--- src/rtl/compute_plain_broadcast_split.sv ---
// Plain broadcast values per split: alpha = eps*Q(r) + a, beta = S(r) + b over GF(2^32), lane by lane.
// Optional abort input is compiled in when PLAIN_BCAST_ABORT_EN is defined.
module compute_plain_broadcast_split #(
    parameter string PARAMETER_SET = "L1",
    parameter int    M             = (PARAMETER_SET == "L5") ? 480 : ((PARAMETER_SET == "L3") ? 352 : 230),
    parameter int    T             = (PARAMETER_SET == "L5") ? 4 : 3,
    parameter int    D_SPLIT       = (PARAMETER_SET == "L1") ? 1 : 2,
    localparam int   AW            = $clog2(M),
    localparam int   SW            = $clog2(D_SPLIT) + 1,
    localparam int   TW            = 32 * T
) (
    input  logic          i_clk,
    input  logic          i_rst,
    input  logic          i_start,
`ifdef PLAIN_BCAST_ABORT_EN
    input  logic          i_abort,
`endif
    output logic [SW-1:0] o_split_idx,
    input  logic [TW-1:0] i_r,
    input  logic [TW-1:0] i_eps,
    input  logic [TW-1:0] i_a,
    input  logic [TW-1:0] i_b,
    input  logic [7:0]    i_q,
    input  logic [7:0]    i_s,
    output logic [AW-1:0] o_q_addr,
    output logic [AW-1:0] o_s_addr,
    output logic          o_q_rd,
    output logic          o_s_rd,
    output logic          o_start_evaluate,
    output logic [7:0]    o_q_s,
    input  logic [AW-1:0] i_q_s_addr,
    input  logic          i_q_s_rd,
    output logic [TW-1:0] o_r_eps,
    input  logic [TW-1:0] i_evaluate_out,
    input  logic          i_done_evaluate,
    output logic          o_start_mul32,
    output logic [31:0]   o_x_mul32,
    output logic [31:0]   o_y_mul32,
    input  logic [31:0]   i_o_mul32,
    input  logic          i_done_mul32,
    output logic          o_start_add32,
    output logic [TW-1:0] o_in_1_add32,
    output logic [TW-1:0] o_in_2_add32,
    input  logic [TW-1:0] i_add_out_add32,
    input  logic          i_done_add32,
    output logic [TW-1:0] o_alpha,
    output logic [TW-1:0] o_beta,
    output logic          o_split_valid,
    output logic          o_busy,
    output logic          o_done
);

    // state        | meaning
    // IDLE         | waiting for i_start
    // R_EVAL_*     | evaluate Q at r (start strobe / wait for done)
    // MUL_*        | eps * Q(r), one lane at a time
    // ADD_A_*      | alpha = product + a
    // S_EVAL_*     | evaluate S at r
    // ADD_B_*      | beta = S(r) + b
    // EMIT         | o_split_valid; next split or finish
    // DONE         | o_done pulse
    typedef enum logic [3:0] {
        IDLE,
        R_EVAL_START,
        R_EVAL_WAIT,
        MUL_ISSUE,
        MUL_WAIT,
        ADD_A_START,
        ADD_A_WAIT,
        S_EVAL_START,
        S_EVAL_WAIT,
        ADD_B_START,
        ADD_B_WAIT,
        EMIT,
        DONE
    } state_t;

    localparam int            LW         = (T > 1) ? $clog2(T) : 1;
    localparam logic [LW-1:0] LAST_LANE  = LW'(T - 1);
    localparam logic [SW-1:0] LAST_SPLIT = SW'(D_SPLIT - 1);

    state_t        state;
    logic [LW-1:0] lane;
    logic [TW-1:0] work;
    logic [TW-1:0] eps;
    logic [TW-1:0] work_upd;
    logic          abort_req;

`ifdef PLAIN_BCAST_ABORT_EN
    assign abort_req = i_abort;
`else
    assign abort_req = 1'b0;
`endif

    // Lane 0 sits in the most significant 32 bits.
    function automatic logic [31:0] lane_of(input logic [TW-1:0] v, input int j);
        return v[32*(T-1-j) +: 32];
    endfunction

    always_comb begin
        work_upd = work;
        work_upd[32*(T-1-int'(lane)) +: 32] = i_o_mul32;
    end

    assign o_q_addr = i_q_s_addr;
    assign o_s_addr = i_q_s_addr;
    assign o_q_rd   = i_q_s_rd;
    assign o_s_rd   = i_q_s_rd;
    assign o_r_eps  = i_r;
    assign o_q_s    = (state == R_EVAL_START || state == R_EVAL_WAIT) ? i_q : i_s;

    // Start strobes are registered on entry to the *_START/ISSUE states so they are high exactly there.
    always_ff @(posedge i_clk) begin
        o_start_evaluate <= 1'b0;
        o_start_mul32    <= 1'b0;
        o_start_add32    <= 1'b0;
        o_split_valid    <= 1'b0;
        o_done           <= 1'b0;
        if (i_rst) begin
            state        <= IDLE;
            lane         <= '0;
            work         <= '0;
            eps          <= '0;
            o_split_idx  <= '0;
            o_x_mul32    <= '0;
            o_y_mul32    <= '0;
            o_in_1_add32 <= '0;
            o_in_2_add32 <= '0;
            o_alpha      <= '0;
            o_beta       <= '0;
            o_busy       <= 1'b0;
        end else if (abort_req && state != IDLE) begin
            state  <= IDLE;
            o_busy <= 1'b0;
        end else begin
            case (state)
                IDLE: begin
                    if (i_start) begin
                        state            <= R_EVAL_START;
                        o_split_idx      <= '0;
                        o_start_evaluate <= 1'b1;
                        o_busy           <= 1'b1;
                    end
                end
                R_EVAL_START: state <= R_EVAL_WAIT;
                R_EVAL_WAIT: begin
                    if (i_done_evaluate) begin
                        work          <= i_evaluate_out;
                        eps           <= i_eps;
                        lane          <= '0;
                        o_x_mul32     <= lane_of(i_evaluate_out, 0);
                        o_y_mul32     <= lane_of(i_eps, 0);
                        o_start_mul32 <= 1'b1;
                        state         <= MUL_ISSUE;
                    end
                end
                MUL_ISSUE: state <= MUL_WAIT;
                MUL_WAIT: begin
                    if (i_done_mul32) begin
                        work <= work_upd;
                        if (lane == LAST_LANE) begin
                            o_in_1_add32  <= work_upd;
                            o_in_2_add32  <= i_a;
                            o_start_add32 <= 1'b1;
                            state         <= ADD_A_START;
                        end else begin
                            lane          <= lane + 1'b1;
                            o_x_mul32     <= lane_of(work, int'(lane) + 1);
                            o_y_mul32     <= lane_of(eps, int'(lane) + 1);
                            o_start_mul32 <= 1'b1;
                            state         <= MUL_ISSUE;
                        end
                    end
                end
                ADD_A_START: state <= ADD_A_WAIT;
                ADD_A_WAIT: begin
                    if (i_done_add32) begin
                        o_alpha          <= i_add_out_add32;
                        o_start_evaluate <= 1'b1;
                        state            <= S_EVAL_START;
                    end
                end
                S_EVAL_START: state <= S_EVAL_WAIT;
                S_EVAL_WAIT: begin
                    if (i_done_evaluate) begin
                        work          <= i_evaluate_out;
                        o_in_1_add32  <= i_evaluate_out;
                        o_in_2_add32  <= i_b;
                        o_start_add32 <= 1'b1;
                        state         <= ADD_B_START;
                    end
                end
                ADD_B_START: state <= ADD_B_WAIT;
                ADD_B_WAIT: begin
                    if (i_done_add32) begin
                        o_beta        <= i_add_out_add32;
                        o_split_valid <= 1'b1;
                        state         <= EMIT;
                    end
                end
                EMIT: begin
                    if (o_split_idx == LAST_SPLIT) begin
                        o_done <= 1'b1;
                        state  <= DONE;
                    end else begin
                        o_split_idx      <= o_split_idx + 1'b1;
                        o_start_evaluate <= 1'b1;
                        state            <= R_EVAL_START;
                    end
                end
                DONE: begin
                    o_busy <= 1'b0;
                    state  <= IDLE;
                end
                default: begin
                    o_busy <= 1'b0;
                    state  <= IDLE;
                end
            endcase
        end
    end

endmodule

--- config.mk ---
export PLATFORM = sky130hd
export DESIGN_NAME = compute_plain_broadcast_split
export DESIGN_NICKNAME = d
export VERILOG_FILES = /design/src/rtl/compute_plain_broadcast_split.sv
export SDC_FILE = /design/constraint.sdc
export NUM_CORES = 2
export LEC_CHECK = 0
export BUFFER_PORTS_ARGS = -buffer_cell sky130_fd_sc_hd__clkbuf_2
export CAP_MARGIN = 20
export CORE_AREA = 2 2 479 481
export CTS_CLUSTER_DIAMETER = 150
export DETAILED_ROUTE_END_ITERATION = 10
export DIE_AREA = 0 0 481 483
export HOLD_SLACK_MARGIN = 0.15
export PLACE_DENSITY = 0.41
export SYNTH_ARGS = -nofsm -noshare
export SYNTH_HDL_FRONTEND = slang
export SYNTH_SLANG_ARGS = --single-unit
export TNS_END_PERCENT = 1
--- constraint.sdc ---
create_clock -name i_clk -period 2.8 [get_ports i_clk]
set_clock_uncertainty 0.1 [all_clocks]
set_input_delay 0.14 -clock i_clk [delete_from_list [all_inputs] [get_ports i_clk]]
set_output_delay 0.14 -clock i_clk [all_outputs]
set_load 0.1 [all_outputs]
Yosys cells after proc, flatten, opt, wreduce, memory -nomap -nowiden
Index checks and enable logic that the tools add are counted.
- register bits after elaboration: 653
- bits of input ports: 639
- output and inout bits: 577
- logic and storage cells: 120
- $add $sub $neg: 6
- equal/unequal tests: 21
- shift operators: 4
- mux-type cells: 50
- bitwise logic cells: 3
- reductions and logical operators: 19
- operators with widths (operator ; count):
    two-way mux 96 bit ; 7
    case mux 96 bit (2 select lines) ; 3
    two-way mux 32 bit ; 6
    variable part select 96 x 9 -> 32 bit ; 2
    case mux 32 bit (2 select lines) ; 2
    bitwise mux 96 bit ; 1
    variable shift 32 x 33 -> 96 bit (first input constant) ; 1
    variable part select 32 x 33 -> 96 bit ; 1
    case mux 4 bit (12 select lines) ; 1
    negation 8 -> 33 bit ; 1
    two-way mux 4 bit ; 7
    == test 4 x 3 -> 1 bit (second input constant) ; 4
    == test 4 bit (second input constant) ; 4
    inequality test 2 bit (second input constant) ; 8
    two-way mux 1 bit ; 12
    OR reduction 11 bit ; 1
    AND reduction 2 bit ; 5
    == test 4 x 2 -> 1 bit (second input constant) ; 2
    two-way mux 8 bit ; 1
    case mux 1 bit (2 select lines) ; 4
    AND reduction 4 bit ; 2
    nonzero test 2 bit ; 4
    two-way mux 2 bit ; 3
    AND reduction 6 bit ; 1
    16 further kinds ; 20

Depth between registers and ports, before layout
- depth after elaboration: 7
- depth in mapped cells: 12
- depth with buffers taken out: 6

Worst setup path after synthesis
Ideal clock, no wire load.
- path type: reg-to-reg
- from: reg lane[0]
- to: reg o_in_1_add32[80]
- library setup time: 0.070 ns
- arrival time: 2.839 ns
- required time: 2.630 ns
- slack: -0.210 ns
- cell stages (with the launch flop): 11
- buffers on the path: 4
- period minus slack after synthesis: 3.010 ns
- cell sequence: dfxtp_1 > clkbuf_1 > buf_2 > clkbuf_1 > inv_1 > ha_1 > xnor2_1 > clkbuf_1 > a41oi_1 > a2111o_1 > a21oi_1
- word-level cells in the longest chain between the ends: 7
- elaborated cells on any way between the ends: 11
- classes of those cells: add/sub (2); eq/ne (2); shift (2); mux (4); reduce/logical (1)
- RTL lines (what ; line ; source):
    start: declaration ; 83 ; logic [LW-1:0] lane;
    start signal: assignment ; 167 ; lane <= lane + 1'b1;
    subtractor 2 x 2 -> 3 bit ; 102 ; work_upd[32*(T-1-int'(lane)) +: 32] = i_o_mul32;
    negation 8 -> 33 bit ; 102 ;
    variable part select 32 x 33 -> 96 bit / variable shift 32 x 33 -> 96 bit (equally long branches) ; 102 ;
    bitwise mux 96 bit ; 102 ;
    two-way mux 96 bit ; 161 ; if (lane == LAST_LANE) begin
    two-way mux 96 bit ; 159 ; if (i_done_mul32) begin
    case mux 96 bit (2 select lines) ; 136 ; case (state)
    end signal: assignment ; 162 ; o_in_1_add32 <= work_upd;
    end signal: assignment ; 187 ; o_in_1_add32 <= i_evaluate_out;
    end: declaration ; 42 ; output logic [TW-1:0] o_in_1_add32,
Several ways; a longest one is shown, not always the timed one. The select of a mux whose other input is x is not followed.
A chain may end at the register's enable or synchronous reset.

Worst setup path in the final report
- from: reg state[2]
- to: reg o_beta[26]
- word-level cells in the longest chain between the ends: 2
- RTL lines (what ; line ; source):
    start: declaration ; 82 ; state_t state;
    start signal: assignment ; 120 ; state <= IDLE;
    start signal: assignment ; 133 ; state <= IDLE;
    start signal: assignment ; 139 ; state <= R_EVAL_START;
    == test 4 bit ; 136 ;
    AND reduction 2 bit (no source line) ; - ;
    end signal: assignment ; 196 ; o_beta <= i_add_out_add32;
    end: declaration ; 47 ; output logic [TW-1:0] o_beta,
No other way between the ends.

==> impl_metrics.json <==
{
  "cts_buffer_depth": 3,
  "core_um2": 226800,
  "dieArea_um2": 232300,
  "io_pins": 1216,
  "grt_setup_unrepaired": "false",
  "max_stage_delay_ns": 0.58,
  "synthTopCellsByArea": "dfxtp_1 43%, a21oi_1 10%, nand2_1 9.7%, clkbuf_1 3.3%, buf_4 3.1%",
  "async_reset_ff_frac": 0,
  "num_rows": 175,
  "via_per_inst": 4.124,
  "fin_setup_tns_ns": 0,
  "area_delta_synth_final_pct": 68.10,
  "cts_tree": "done",
  "power_mw": 40.10,
  "critPathLaunch": "state[2]",
  "post-route-period-util": 0.9585,
  "synth_edf_count": 0,
  "start_kind": "flop",
  "numCtsBuffers": 82,
  "tightestPinTransition_ns": 1.139,
  "wl_met2_um": 83280,
  "netlist_instances": 3503,
  "critPathCaptureType": "flop",
  "start_util": 0.1269,
  "ys_seq_area_frac": 0.4312,
  "fmax_mhz": 372.6,
  "period_needed_ns": 2.684,
  "hold_start": "i_r[14]",
  "cts_num_sinks": 620,
  "drtAntennaViolNets": 0,
  "drive_gt1_frac": 0.2635,
  "worstPathArrival_ns": 3.19,
  "synthFlopType": "dfxtp_1",
  "syn_avg_cell_area_um2": 8.217,
  "hold_viol_final": 0,
  "synthDistinctLibCells": 59,
  "nNetsFinal": 5749,
  "synth-warning-count": 0,
  "drt-met1-wl_um": 75490,
  "fill_cells": 25140,
  "syn-num-nets": 4147,
  "layout_commonest_cell": "clkbuf_2",
  "ys_ff_latch": 620,
  "fp.dieH_um": 483,
  "final_cell_mix": "986 x clkbuf_2, 875 x dlygate4sd3_1, 738 x nand2_1, 615 x dfxtp_1, 582 x a21oi_1",
  "grt-ovfl-total": 0,
  "worstSkewPairLatency_ns": 0.73,
  "worstSetupPathType": "flop to flop",
  "netlist_area_um2": 28790,
  "grt_pass1_wl_um": 259600,
  "leakage_nw": 18.80,
  "clock_tree.root_cell": "clkbuf_16",
  "drt_iter0_drc": 2067,
  "firstDrtPassIters": 5,
  "final_util": 0.2133,
  "crit_required_ns": 3.31,
  "place.gp.congestion": 0.8898,
  "clk_pin_slew_ns": 0.06,
  "r2r-start": "state[2]",
  "cts_max_level": 3,
  "top_layer_used": "met5",
  "drv_cap": 0,
  "seq_area_um2": 12430,
  "crit_fanout": 93,
  "drt_wl_total_um": 187900,
  "setup_violations": 0,
  "multi_input_area_um2": 14030,
  "antenna_found_initial": 33,
  "status": "finished, final reports clean",
  "grt_max_degree": 125,
  "dp_hpwl_um": 139200,
  "dr_total_vias": 33800,
  "critPathSlowestCell": "dlygate4sd3_1",
  "cellPowerDensity_nw_per_um2": 828.8,
  "die_w_um": 481,
  "gr-usage-all-layers": 0.1546,
  "ir_worst_vdd_mv": 0.8604,
  "slew_headroom": 0.2407,
  "met3_length_um": 19980,
  "hp-class": "primary input to output pin",
  "routedWlPerCell_um": 22.93,
  "drc": 0,
  "crit_chain": "buf_4, nor2b_2, nand4b_1, clkbuf_16, nand2_2, a21oi_1, dlygate4sd3_1",
  "port_buffers": 995,
  "yosys.area.top_type_share": 0.4312,
  "grt_pass1_vias": 34200,
  "synth.largest_area_cell": "dfxtp_1",
  "final_max_slew_viol_count": 0
}
## per-stage QoR
step	instances	worst slack (ns)	hold WS (ns)	area, um^2
floorplan	3503	0.02012	0.1760	28800
global placement	7154	0.2791	0.1807	36840
detailed placement	7154	0.2870	0.1807	36840
CTS	8174	0.03292	0.1508	48300
global route	8188	0.009936	0.1802	48370
finish	8197	0.1163	0.1800	48390
## registers in the layout (all words and copies together) (netlist names), 2 cells and up
signal / count
state: 4
o_in_2_add32: 96
eps: 64
o_x_mul32: 32
o_alpha: 96
o_y_mul32: 32
o_in_1_add32: 96
o_beta: 96
work: 96
lane: 2
## power breakdown
group          switching, mW  leakage, nW  internal (mW)  total (mW)
logic                   14.1         12.5           4.38        18.5
registers              0.805         5.02           10.1        10.9
clock network           4.66         1.31           6.10        10.8
total                   19.5         18.8           20.6        40.1
## metal layers
metal  track usage  vias up
met5             0        -
met2        0.2424     1427
li1              -    15600
met4       0.07269        8
met3       0.06271      385
met1        0.1825    16390
## what timing repair did
item / 4_1_cts / 5_1_grt
hold endpoints to repair: 620 / 0
endpoints found under the setup margin: 8 / 3
setup buffers: 0 / 1
hold buffers: 875 / 0
pin swaps: 0 / 1
resized for setup: 5 / 6
## worst max-delay path: cells and delay by family, from the launching register on
family | cells | cell delay, ns
flip-flops | 1 | 0.40
AO/OA/AOI/OAI | 1 | 0.08
AND/OR/NAND/NOR | 3 | 0.62
buffers and inverters | 3 | 1.10
## area by class of cell
cell class              count  share of cell area
clock buffers             120             0.04890
multi-input cells        2370              0.2900
well taps                3009             0.07781
diodes                     22            0.001138
clock inverters            25            0.006620
flip-flops and latches    620              0.2568
repair buffers           1991              0.3156
inverters                  40            0.003129
## final timing paths
| path | endpoint | slack, ns | cells after the start |
|---|---|---|---|
| worst max-delay path | o_beta[26] | 0.12 | 7 |
| worst min register to register | eps[8] | 0.35 | 2 |
| worst min-delay path | o_r_eps[14] | 0.18 | 0 |
| worst max register to register | o_beta[26] | 0.12 | 7 |
## logic make-up (layout without fill, tap and decap cells)
family	Yosys count	after routing	share of synthesized area
AOI/OAI and AO/OA	1167	1167	0.2642
and+or+nand+nor	1057	1057	0.1639
DFF	620	620	0.4312
buffers and inverters	513	2176	0.08698
muxes	135	135	0.04994
adders and majority gates	5	5	0.002173
xor gates and xnor gates	5	5	0.001522
other	1	23	0.0001303
## synthesized netlist by cell type, drive strengths merged (58+ instances only)
cell,instances
o2111ai,93
clkbuf,254
dfxtp,620
buf,219
nor2b,63
nand2,742
nand2b,114
nor3,68
a21oi,582
o21ai,170
mux2,69
a22o,64
a311oi,97
mux2i,66
a41o,58
(Power assumes the default switching activity.)
